## src/rtl/roi_crop_stream_if.sv

```systemverilog
// Valid/ready stream bundle carrying a data word plus row/frame markers.
// The same bundle type serves the config stream and both pixel streams.
interface roi_crop_stream_if #(
  parameter int DATA_W = 12
);
  logic [DATA_W-1:0] tdata;
  logic              tvalid;
  logic              tready;
  logic              tlast;
  logic              tuser;

  modport master (output tdata, tvalid, tlast, tuser, input tready);
  modport slave  (input tdata, tvalid, tlast, tuser, output tready);
endinterface

```

## src/rtl/roi_crop_stream.sv

```systemverilog
// Runtime-configurable region-of-interest crop for raster pixel streams.
// A box {H, W, Y1, X1} is taken from the config stream at a frame boundary.
// Each input pixel inside the box is forwarded through a single output
// register with full-throughput backpressure. TLAST marks the last column
// of each clipped box row and TUSER marks the first forwarded pixel of a frame.
module roi_crop_stream #(
  parameter int PIXEL_BIT_WIDTH  = 12,
  parameter int NUM_CHANNELS     = 1,
  parameter int IN_ROWS          = 40,
  parameter int IN_COLS          = 40,
  parameter int IMG_ROW_BITWIDTH = 10,
  parameter int IMG_COL_BITWIDTH = 10,
  parameter int CFG_PERSIST      = 0
) (
  input  logic              clk,
  input  logic              reset,
  roi_crop_stream_if.slave  cfg,
  roi_crop_stream_if.slave  pixel_in,
  roi_crop_stream_if.master pixel_out,
  output logic              frame_done
);

  localparam int R     = IMG_ROW_BITWIDTH;
  localparam int C     = IMG_COL_BITWIDTH;
  localparam int PIX_W = PIXEL_BIT_WIDTH * NUM_CHANNELS;
  localparam bit PERSIST = (CFG_PERSIST != 0);
  localparam logic [C-1:0] X_LAST = C'(IN_COLS - 1);
  localparam logic [R-1:0] Y_LAST = R'(IN_ROWS - 1);

  typedef enum logic {
    WAIT_CFG = 1'b0,
    STREAM   = 1'b1
  } state_t;

  state_t state;
  state_t state_nx;

  // Shadow box; only rewritten while no pixel of the current frame is in.
  logic [C-1:0] x1;
  logic [R-1:0] y1;
  logic [C-1:0] w;
  logic [R-1:0] h;

  // Raster position of the next input pixel.
  logic [C-1:0] x_cnt;
  logic [R-1:0] y_cnt;
  logic [C-1:0] x_nx;
  logic [R-1:0] y_nx;

  logic sof_pending;
  logic cfg_win;

  logic [PIX_W-1:0] data_p1;
  logic             vld_p1;
  logic             last_p1;
  logic             user_p1;

  logic cfg_hs;
  logic boundary_take;
  logic in_ready;
  logic in_hs;
  logic at_frame_end;
  logic pass;

  // Sideband markers on the inbound streams carry no meaning here.
  logic unused_sideband;
  assign unused_sideband = ^{cfg.tlast, cfg.tuser, pixel_in.tlast, pixel_in.tuser};

  // Column membership, evaluated one bit wider so X1+W cannot wrap.
  function automatic logic col_in_box(input logic [C-1:0] pos,
                                      input logic [C-1:0] start,
                                      input logic [C-1:0] len);
    logic [C:0] p;
    logic [C:0] s;
    logic [C:0] e;
    p = {1'b0, pos};
    s = {1'b0, start};
    e = s + {1'b0, len};
    return (p >= s) && (p < e);
  endfunction

  // Row membership, evaluated one bit wider so Y1+H cannot wrap.
  function automatic logic row_in_box(input logic [R-1:0] pos,
                                      input logic [R-1:0] start,
                                      input logic [R-1:0] len);
    logic [R:0] p;
    logic [R:0] s;
    logic [R:0] e;
    p = {1'b0, pos};
    s = {1'b0, start};
    e = s + {1'b0, len};
    return (p >= s) && (p < e);
  endfunction

  // Last column of the box row after clipping at the image edge.
  function automatic logic col_is_last(input logic [C-1:0] pos,
                                       input logic [C-1:0] start,
                                       input logic [C-1:0] len);
    logic [C:0] nxt;
    logic [C:0] e;
    nxt = {1'b0, pos} + {{C{1'b0}}, 1'b1};
    e   = {1'b0, start} + {1'b0, len};
    return (nxt == e) || (pos == X_LAST);
  endfunction

  // cfg_win is the registered cfg_TREADY. It is open in WAIT_CFG and, when
  // persisting, at the origin of a frame before its first pixel is taken.
  assign cfg.tready    = cfg_win;
  assign cfg_hs        = cfg_win & cfg.tvalid;
  // A config taken in STREAM wins the cycle, so no pixel may enter with it.
  assign boundary_take = (state == STREAM) & cfg_hs;
  assign in_ready      = (state == STREAM) & (~vld_p1 | pixel_out.tready) & ~boundary_take;
  assign pixel_in.tready = in_ready;
  assign in_hs         = in_ready & pixel_in.tvalid;
  assign at_frame_end  = in_hs & (x_cnt == X_LAST) & (y_cnt == Y_LAST);
  assign pass          = in_hs & col_in_box(x_cnt, x1, w) & row_in_box(y_cnt, y1, h);

  // Next state and raster position for the control register below.
  always_comb begin
    state_nx = state;
    x_nx     = x_cnt;
    y_nx     = y_cnt;
    case (state)
      WAIT_CFG: begin
        if (cfg_hs) state_nx = STREAM;
      end
      STREAM: begin
        if (in_hs) begin
          if (x_cnt == X_LAST) begin
            x_nx = '0;
            if (y_cnt == Y_LAST) begin
              y_nx = '0;
              if (!PERSIST) state_nx = WAIT_CFG;
            end else begin
              y_nx = y_cnt + {{(R-1){1'b0}}, 1'b1};
            end
          end else begin
            x_nx = x_cnt + {{(C-1){1'b0}}, 1'b1};
          end
        end
      end
      default: state_nx = WAIT_CFG;
    endcase
  end

  // Control FSM: state, counters, start-of-frame flag, cfg window, frame pulse.
  always_ff @(posedge clk) begin
    if (reset) begin
      state       <= WAIT_CFG;
      x_cnt       <= '0;
      y_cnt       <= '0;
      sof_pending <= 1'b1;
      cfg_win     <= 1'b1;
      frame_done  <= 1'b0;
    end else begin
      state      <= state_nx;
      x_cnt      <= x_nx;
      y_cnt      <= y_nx;
      frame_done <= at_frame_end;
      cfg_win    <= (state_nx == WAIT_CFG) |
                    (PERSIST & (x_nx == '0) & (y_nx == '0));
      if (in_hs) begin
        if (at_frame_end) sof_pending <= 1'b1;
        else if (pass)    sof_pending <= 1'b0;
      end
    end
  end

  // Shadow config capture on every accepted config beat.
  always_ff @(posedge clk) begin
    if (cfg_hs) begin
      {h, w, y1, x1} <= cfg.tdata;
    end
  end

  // ---- stage p0 (input handshake) -> stage p1 (output register) ----
  // Output register: load a passing pixel, otherwise empty on a drain.
  always_ff @(posedge clk) begin
    if (reset) begin
      vld_p1  <= 1'b0;
      data_p1 <= '0;
      last_p1 <= 1'b0;
      user_p1 <= 1'b0;
    end else if (pass) begin
      vld_p1  <= 1'b1;
      data_p1 <= pixel_in.tdata;
      last_p1 <= col_is_last(x_cnt, x1, w);
      user_p1 <= sof_pending;
    end else if (pixel_out.tready) begin
      vld_p1  <= 1'b0;
    end
  end

  assign pixel_out.tvalid = vld_p1;
  assign pixel_out.tdata  = data_p1;
  assign pixel_out.tlast  = last_p1;
  assign pixel_out.tuser  = user_p1;

endmodule
```

## src/flat_wrapper.sv

```systemverilog
// flat-port wrapper written by rule: the top's interface ports become plain ports
module roi_crop_stream_flat 
#(
  parameter int PIXEL_BIT_WIDTH  = 12,
  parameter int NUM_CHANNELS     = 1,
  parameter int IN_ROWS          = 40,
  parameter int IN_COLS          = 40,
  parameter int IMG_ROW_BITWIDTH = 10,
  parameter int IMG_COL_BITWIDTH = 10,
  parameter int CFG_PERSIST      = 0
)
  (clk, reset, frame_done, cfg_tdata, cfg_tvalid, cfg_tlast, cfg_tuser, cfg_tready, pixel_in_tdata, pixel_in_tvalid, pixel_in_tlast, pixel_in_tuser, pixel_in_tready, pixel_out_tdata, pixel_out_tvalid, pixel_out_tlast, pixel_out_tuser, pixel_out_tready);
  roi_crop_stream_if cfg_i ();
  roi_crop_stream_if pixel_in_i ();
  roi_crop_stream_if pixel_out_i ();
  input  logic clk;
  input  logic reset;
  output logic frame_done;
  input wire logic [$bits(cfg_i.tdata)-1:0] cfg_tdata;
  input wire logic [$bits(cfg_i.tvalid)-1:0] cfg_tvalid;
  input wire logic [$bits(cfg_i.tlast)-1:0] cfg_tlast;
  input wire logic [$bits(cfg_i.tuser)-1:0] cfg_tuser;
  output wire logic [$bits(cfg_i.tready)-1:0] cfg_tready;
  input wire logic [$bits(pixel_in_i.tdata)-1:0] pixel_in_tdata;
  input wire logic [$bits(pixel_in_i.tvalid)-1:0] pixel_in_tvalid;
  input wire logic [$bits(pixel_in_i.tlast)-1:0] pixel_in_tlast;
  input wire logic [$bits(pixel_in_i.tuser)-1:0] pixel_in_tuser;
  output wire logic [$bits(pixel_in_i.tready)-1:0] pixel_in_tready;
  output wire logic [$bits(pixel_out_i.tdata)-1:0] pixel_out_tdata;
  output wire logic [$bits(pixel_out_i.tvalid)-1:0] pixel_out_tvalid;
  output wire logic [$bits(pixel_out_i.tlast)-1:0] pixel_out_tlast;
  output wire logic [$bits(pixel_out_i.tuser)-1:0] pixel_out_tuser;
  input wire logic [$bits(pixel_out_i.tready)-1:0] pixel_out_tready;
  assign cfg_i.tdata = cfg_tdata;
  assign cfg_i.tvalid = cfg_tvalid;
  assign cfg_i.tlast = cfg_tlast;
  assign cfg_i.tuser = cfg_tuser;
  assign cfg_tready = cfg_i.tready;
  assign pixel_in_i.tdata = pixel_in_tdata;
  assign pixel_in_i.tvalid = pixel_in_tvalid;
  assign pixel_in_i.tlast = pixel_in_tlast;
  assign pixel_in_i.tuser = pixel_in_tuser;
  assign pixel_in_tready = pixel_in_i.tready;
  assign pixel_out_tdata = pixel_out_i.tdata;
  assign pixel_out_tvalid = pixel_out_i.tvalid;
  assign pixel_out_tlast = pixel_out_i.tlast;
  assign pixel_out_tuser = pixel_out_i.tuser;
  assign pixel_out_i.tready = pixel_out_tready;
  roi_crop_stream #(.PIXEL_BIT_WIDTH(PIXEL_BIT_WIDTH), .NUM_CHANNELS(NUM_CHANNELS), .IN_ROWS(IN_ROWS), .IN_COLS(IN_COLS), .IMG_ROW_BITWIDTH(IMG_ROW_BITWIDTH), .IMG_COL_BITWIDTH(IMG_COL_BITWIDTH), .CFG_PERSIST(CFG_PERSIST)) u_core (.clk(clk), .reset(reset), .cfg(cfg_i), .pixel_in(pixel_in_i), .pixel_out(pixel_out_i), .frame_done(frame_done));
endmodule
```

## config.mk

```make
export PLATFORM = sky130hd
export DESIGN_NAME = roi_crop_stream_flat
export DESIGN_NICKNAME = d
export VERILOG_FILES = /design/src/rtl/roi_crop_stream_if.sv /design/src/rtl/roi_crop_stream.sv /design/src/flat_wrapper.sv
export SDC_FILE = /design/constraint.sdc
export NUM_CORES = 1
export LEC_CHECK = 0
export CORE_MARGIN = 4
export CORE_UTILIZATION = 50
export CTS_CLUSTER_DIAMETER = 40
export CTS_CLUSTER_SIZE = 20
export DETAILED_ROUTE_END_ITERATION = 12
export GPL_TIMING_DRIVEN = 0
export PLACE_DENSITY = 0.79
export SETUP_SLACK_MARGIN = 0.2
export SLEW_MARGIN = 15
export SYNTH_ARGS = -nofsm -noshare
export SYNTH_HDL_FRONTEND = slang
export SYNTH_SLANG_ARGS = --single-unit
```

## constraint.sdc

```tcl
create_clock -name clk -period 5.95 [get_ports clk]
set_input_delay 0.595 -clock clk [delete_from_list [all_inputs] [get_ports clk]]
set_output_delay 0.595 -clock clk [all_outputs]
set_load 0.02 [all_outputs]
```

Word-level counts from Yosys, hierarchy flattened:

Cells that the tools add are included.

* $add $sub $neg: 3
* order comparisons: 4
* equal/unequal tests: 3
* mux-type cells: 11
* bitwise operators: 14
* reduce and logical (&&, ||, !) cells: 8

Operator list (count)
* adder 10 x 1 -> 10 bit (second input constant): 2
* == test 10 x 6 -> 1 bit (second input constant): 2
* two-way mux 10 bit: 2
* adder 10 x 1 -> 11 bit (second input constant): 1
* == test 11 x 10 -> 1 bit: 1
* >= comparator 10 bit: 1
* >= comparator 10 x 2 -> 1 bit: 1
* less-than comparator 10 bit: 1
* less-than comparator 10 x 2 -> 1 bit: 1
* AND 1 bit: 9
* two-way mux 1 bit: 8
* inverter 1 bit: 4
* AND reduction 2 bit: 2
* nonzero test 2 bit: 2
* AND reduction 3 bit: 1
* logical AND 1 bit: 2
* case mux 1 bit (2 select lines): 1
* logical OR 1 bit: 1
* bitwise OR 1 bit: 1

* flip-flop bits (word level): 51
* output and inout port bits: 18
* word-level logic and storage cells: 55

Logic depth before layout (Yosys ltp):

* word-level depth: 9
* gate-level depth with buffers: 8
* mapped depth without buffers: 7

Least setup slack after synthesis:

No wires, ideal clock.

* kind: flip-flop to flip-flop
* from: register u_core.x_cnt[0]
* to: register u_core.last_p1 (netlist: u_core.pixel_out.tlast)
* data arrival time: 2.156 ns
* data required time: 5.879 ns
* slack: 3.723 ns
* stages on the path, launching flop included: 9
* buffers on the path: 1
* cells stage by stage: dfxtp_1 > inv_1 > ha_1 > nand4b_1 > or4b_1 > nor3_1 > buf_2 > nand3_1 > a21oi_1

* cells in the longest elaborated chain, start to end: 4

Ends and longest elaborated chain
* from (decl): RTL line roi_crop_stream.sv:45 `logic [C-1:0] x_cnt;`
* from (signal assigned): RTL line roi_crop_stream.sv:157 `x_cnt <= x_nx;`
* branches (longest 4 deep; another with adder 10 x 1 -> 11 bit)
* to (signal assigned): RTL line roi_crop_stream.sv:187 `last_p1 <= col_is_last(x_cnt, x1, w);`
* to (decl): RTL line roi_crop_stream.sv:55 `logic last_p1;`

Parallel ways; which one is timed is not known.
A chain may end at the register's enable or synchronous reset.

Final worst setup path:

* from: register u_core.x_cnt[0]
* to: register u_core.data_p1[4] (netlist: u_core.pixel_out.tdata[4])

* cells in the longest elaborated chain, start to end: 4

Ends and longest elaborated chain
* >= comparator 10 bit or less-than comparator 10 bit (tied branches): RTL line roi_crop_stream.sv:79 `return (p >= s) && (p < e);`
* logical AND 1 bit *: RTL line roi_crop_stream.sv:79
* AND 1 bit * (2 in series): RTL line roi_crop_stream.sv:116 `assign pass = in_hs & col_in_box(x_cnt, x1, w) & row_in_box(y_cnt, y1, h);`
* to (signal assigned): RTL line roi_crop_stream.sv:186 `data_p1 <= pixel_in.tdata;`
* to (decl): RTL line roi_crop_stream.sv:53 `logic [PIX_W-1:0] data_p1;`

Mark *: on every way between the ends. The rest lies on a longest branch, timed or not.

==> results by group <==
Status
  – Status: finished, final reports clean

Hold path
  – Worst Hold Endpoint: u_core.sof_pending
  – Worst Hold Class: flip-flop to flip-flop
  – HP Start: u_core.sof_pending
  – Hold Path Stages: 1

Cells and area
  – Antenna cells: 0
  – Share of cells above drive strength 1: 0.05902
  – Area grow syn2layout: 25.89%
  – Fin nets: 351
  – Post-route cell area: 0.002933 mm2

Place
  – Port bufs: 45
  – Setup WS pre-CTS: 3.087 ns
  – DP HPWL: 3.969 mm
  – Post-DP Area: 0.002845 mm2
  – Final Wtd Congestion: 0.8656

Worst setup path
  – Ordered cell list for the critical path: inv_1 -> ha_1 -> nand4b_1 -> or4b_1 -> nor3_1 -> buf_2 -> nand3_1 -> a21oi_1
  – Crit end category: flip-flop
  – Startpoint type of the worst setup path: flip-flop
  – Worst path bufs/invs: 2
  – Slowest cell on crit path: nor3_1
  – Crit path max fanout: 10
  – CP max stage delay: 0.60 ns
  – R2R Setup Slk: 3.22 ns
  – Reg2reg start: u_core.x_cnt[0]
  – CP Class: flip-flop to flip-flop
  – Reg2reg end: u_core.pixel_out.tdata[4]
  – Worst path top cell family by delay: simple AND/OR/NAND/NOR gates
  – R2R cell count: 8
  – CP required: 6.18 ns
  – WP data arrival: 2.96 ns

Floorplanning
  – # rows: 24
  – Initial Util: 0.5242
  – IO Pins: 51
  – DIE AREA: 0.005816 mm2
  – DIE WIDTH: 76.26 um
  – Core Area: 0.004444 mm2
  – DIE HEIGHT: 76.26 um

Route
  – Drt first pass iters: 4
  – Drt drc: 0
  – Routed length per instance: 14.46 um
  – Iter 0 DRT Violations: 134
  – Via count: 1994
  – Drt total wl: 5.164 mm
  – Routed Antenna Nets: 0
  – Via density: 5.585

STA
  – Final Worst Setup Slack: 3.219 ns
  – Slew margin rel.: 0.4492
  – Max-slew violations: 0
  – Worst-Margin Slew: 0.8199 ns
  – RSZ-0062 raised after global routing: false
  – Final Cycle Share: 0.4589
  – Setup_tns: 0 ns
  – Final setup viols: 0
  – Final hold viol count: 0
  – Clock Skew: 0.003447 ns
  – Fmax: 366.2 MHz
  – Final min period: 2.731 ns

Synthesis
  – Area fraction of the dominant cell type after synthesis: 0.3351
  – Count leader, synth: dfxtp_1
  – Synth Net Count: 299
  – Main synth FF type: dfxtp_1
  – Main area contributors after synthesis: dfxtp_1, edfxtp_1, ha_1, nand3_1, a21oi_1
  – Async SR Flop Fraction: 0
  – Avg Cell Area, Syn: 9.245 um2
  – Synth Register Bits: 51
  – Distinct cells, synth: 35
  – Commonest cells in the netlist: dfxtp_1, nand3_1, nor2_1
  – Post-Synthesis Cells: 252
  – Synth warn: 0
  – Seq/Total Area, Yosys: 0.4898
  – EDFF count, synth: 12
  – Netlist Area Pre-Place: 0.002330 mm2
  – Largest area contributor in the netlist: dfxtp_1

CTS
  – Post CTS Setup Buffer Count: 0
  – Clk Latency, worst-skew pair: 0.30 ns
  – Hold_buf cts: 0
  – Clk sinks: 51
  – Worst-path clk slew: 0.09 ns
  – Maximum root-to-sink buffer count: 2
  – CTS H-Tree Depth: 2
  – TritonCTS clock tree: yes
  – Number of CTS-inserted buffers: 5
  – CTS Root Cell: clkbuf_8
  – Post-cts resize count: 0

Power
  – Peak supply drop: 0.2067 mV
  – Static leakage: 1.074 nW
  – Cell Pwr Density: 206.7 mW/mm2

Global route
  – Total track usage: 0.1854
  – Initial antenna violation count: 0
  – Largest net degree at the start of global routing: 17
  – GRT overflow: 0
  – Vias in the first global route: 1955
  – Global-route wire length before repair: 8.735 mm

Run
  – Max-cap check violation count: 0
area by class of cell:
class | count | area (um2)
Clock buffer | 5 | 68.82
Inverter | 15 | 56.30
Buffer | 13 | 53.80
Sequential cell | 51 | 1141
Clock inverter | 3 | 18.77
Tap cell | 52 | 65.06
Multi-Input combinational cell | 173 | 1079
Fill cell | 385 | 1511
Timing Repair Buffer | 45 | 450.4
per-layer routing:
| layer | vias up | share of wire | GRT usage |
|---|---|---|---|
| met1 | 919 | 0.43 | 0.2215 |
| met2 | 58 | 0.48 | 0.3216 |
| li1 | 997 | - | - |
| met5 | - | 0 | 0 |
| met4 | 0 | 0.040 | 0.08696 |
| met3 | 20 | 0.047 | 0.03310 |
through the flow:
stage	cells	total power (W)	hold slack, ns	util
floorplan	252	0.0003906	0.4260	-
finish	357	0.0006063	0.4713	0.6599
detailed placement	349	0.0004175	0.4476	0.6402
global placement	349	0.0004157	0.4430	0.6402
CTS	357	0.0006097	0.4706	0.6599
global route	357	0.0006310	0.5057	0.6599
power breakdown:
group          leakage (nW)  switching [W]  internal [W]
sequential            0.430     0.00000284      0.000362
combinational         0.600      0.0000206     0.0000242
clock                0.0445       0.000115     0.0000823
worst max-delay path by stage:
stage / start / end / slack, ns / cells past startpoint
after global placement: pixel_out_tready / u_core.pixel_out.tdata[4] / 3.10 / 7
after CTS: u_core.x_cnt[0] / u_core.pixel_out.tdata[4] / 3.26 / 8
final: u_core.x_cnt[0] / u_core.pixel_out.tdata[4] / 3.22 / 8
after detailed placement: pixel_out_tready / u_core.pixel_out.tdata[4] / 3.09 / 7
after global routing: u_core.x_cnt[0] / u_core.pixel_out.tdata[4] / 3.04 / 8
after floorplan: u_core.x_cnt[0] / u_core.pixel_out.tlast / 3.72 / 8
state kept, by name, summed over array words and instances, names as in the netlist:
register / cells
u_core.state: 1
u_core.pixel_out.tvalid: 1
u_core.y1: 2
u_core.pixel_out.tdata: 12
u_core.x_cnt: 10
u_core.pixel_out.tlast: 1
u_core.x1: 10
u_core.y_cnt: 10
u_core.cfg.tready: 1
u_core.sof_pending: 1
u_core.frame_done: 1
u_core.pixel_out.tuser: 1
cell usage in the layout (no fill, tap or decap), types with 2 or more instances in the layout:
cell / count
a21o_1: 2
a21oi_1: 19
a22o_1: 3
and3_1: 2
and4_1: 2
buf_2: 3
clkbuf_1: 8
clkbuf_8: 5
clkdlybuf4s50_1: 45
dfxtp_1: 39
edfxtp_1: 12
ha_1: 14
inv_1: 15
nand2_1: 16
nand3_1: 29
nand4_1: 6
nor2_1: 21
nor3_1: 9
nor4_1: 2
nor4_2: 4
o21ai_0: 17
or3_1: 3
xnor2_1: 8
xor2_1: 5
worst reg2reg max path, delay by kind of cell (launching register included):
kind / cells / cell delay [ns]
simple gates: 4 / 1.35
flops: 1 / 0.43
buf+inv: 2 / 0.42
fa+ha+maj: 1 / 0.27
compound gates: 1 / 0.18
kinds of logic (layout without fill, tap and decap cells):
| logic type | count (synthesis) | in the layout | share of synthesized area |
|---|---|---|---|
| fa+ha+maj | 14 | 14 | 0.07519 |
| xor+xnor | 13 | 13 | 0.04887 |
| compound gates | 43 | 43 | 0.1015 |
| flops | 51 | 51 | 0.4898 |
| simple gates | 103 | 103 | 0.2374 |
| buf+inv | 28 | 81 | 0.04725 |
No activity file was read; power rests on OpenSTA's default activity.
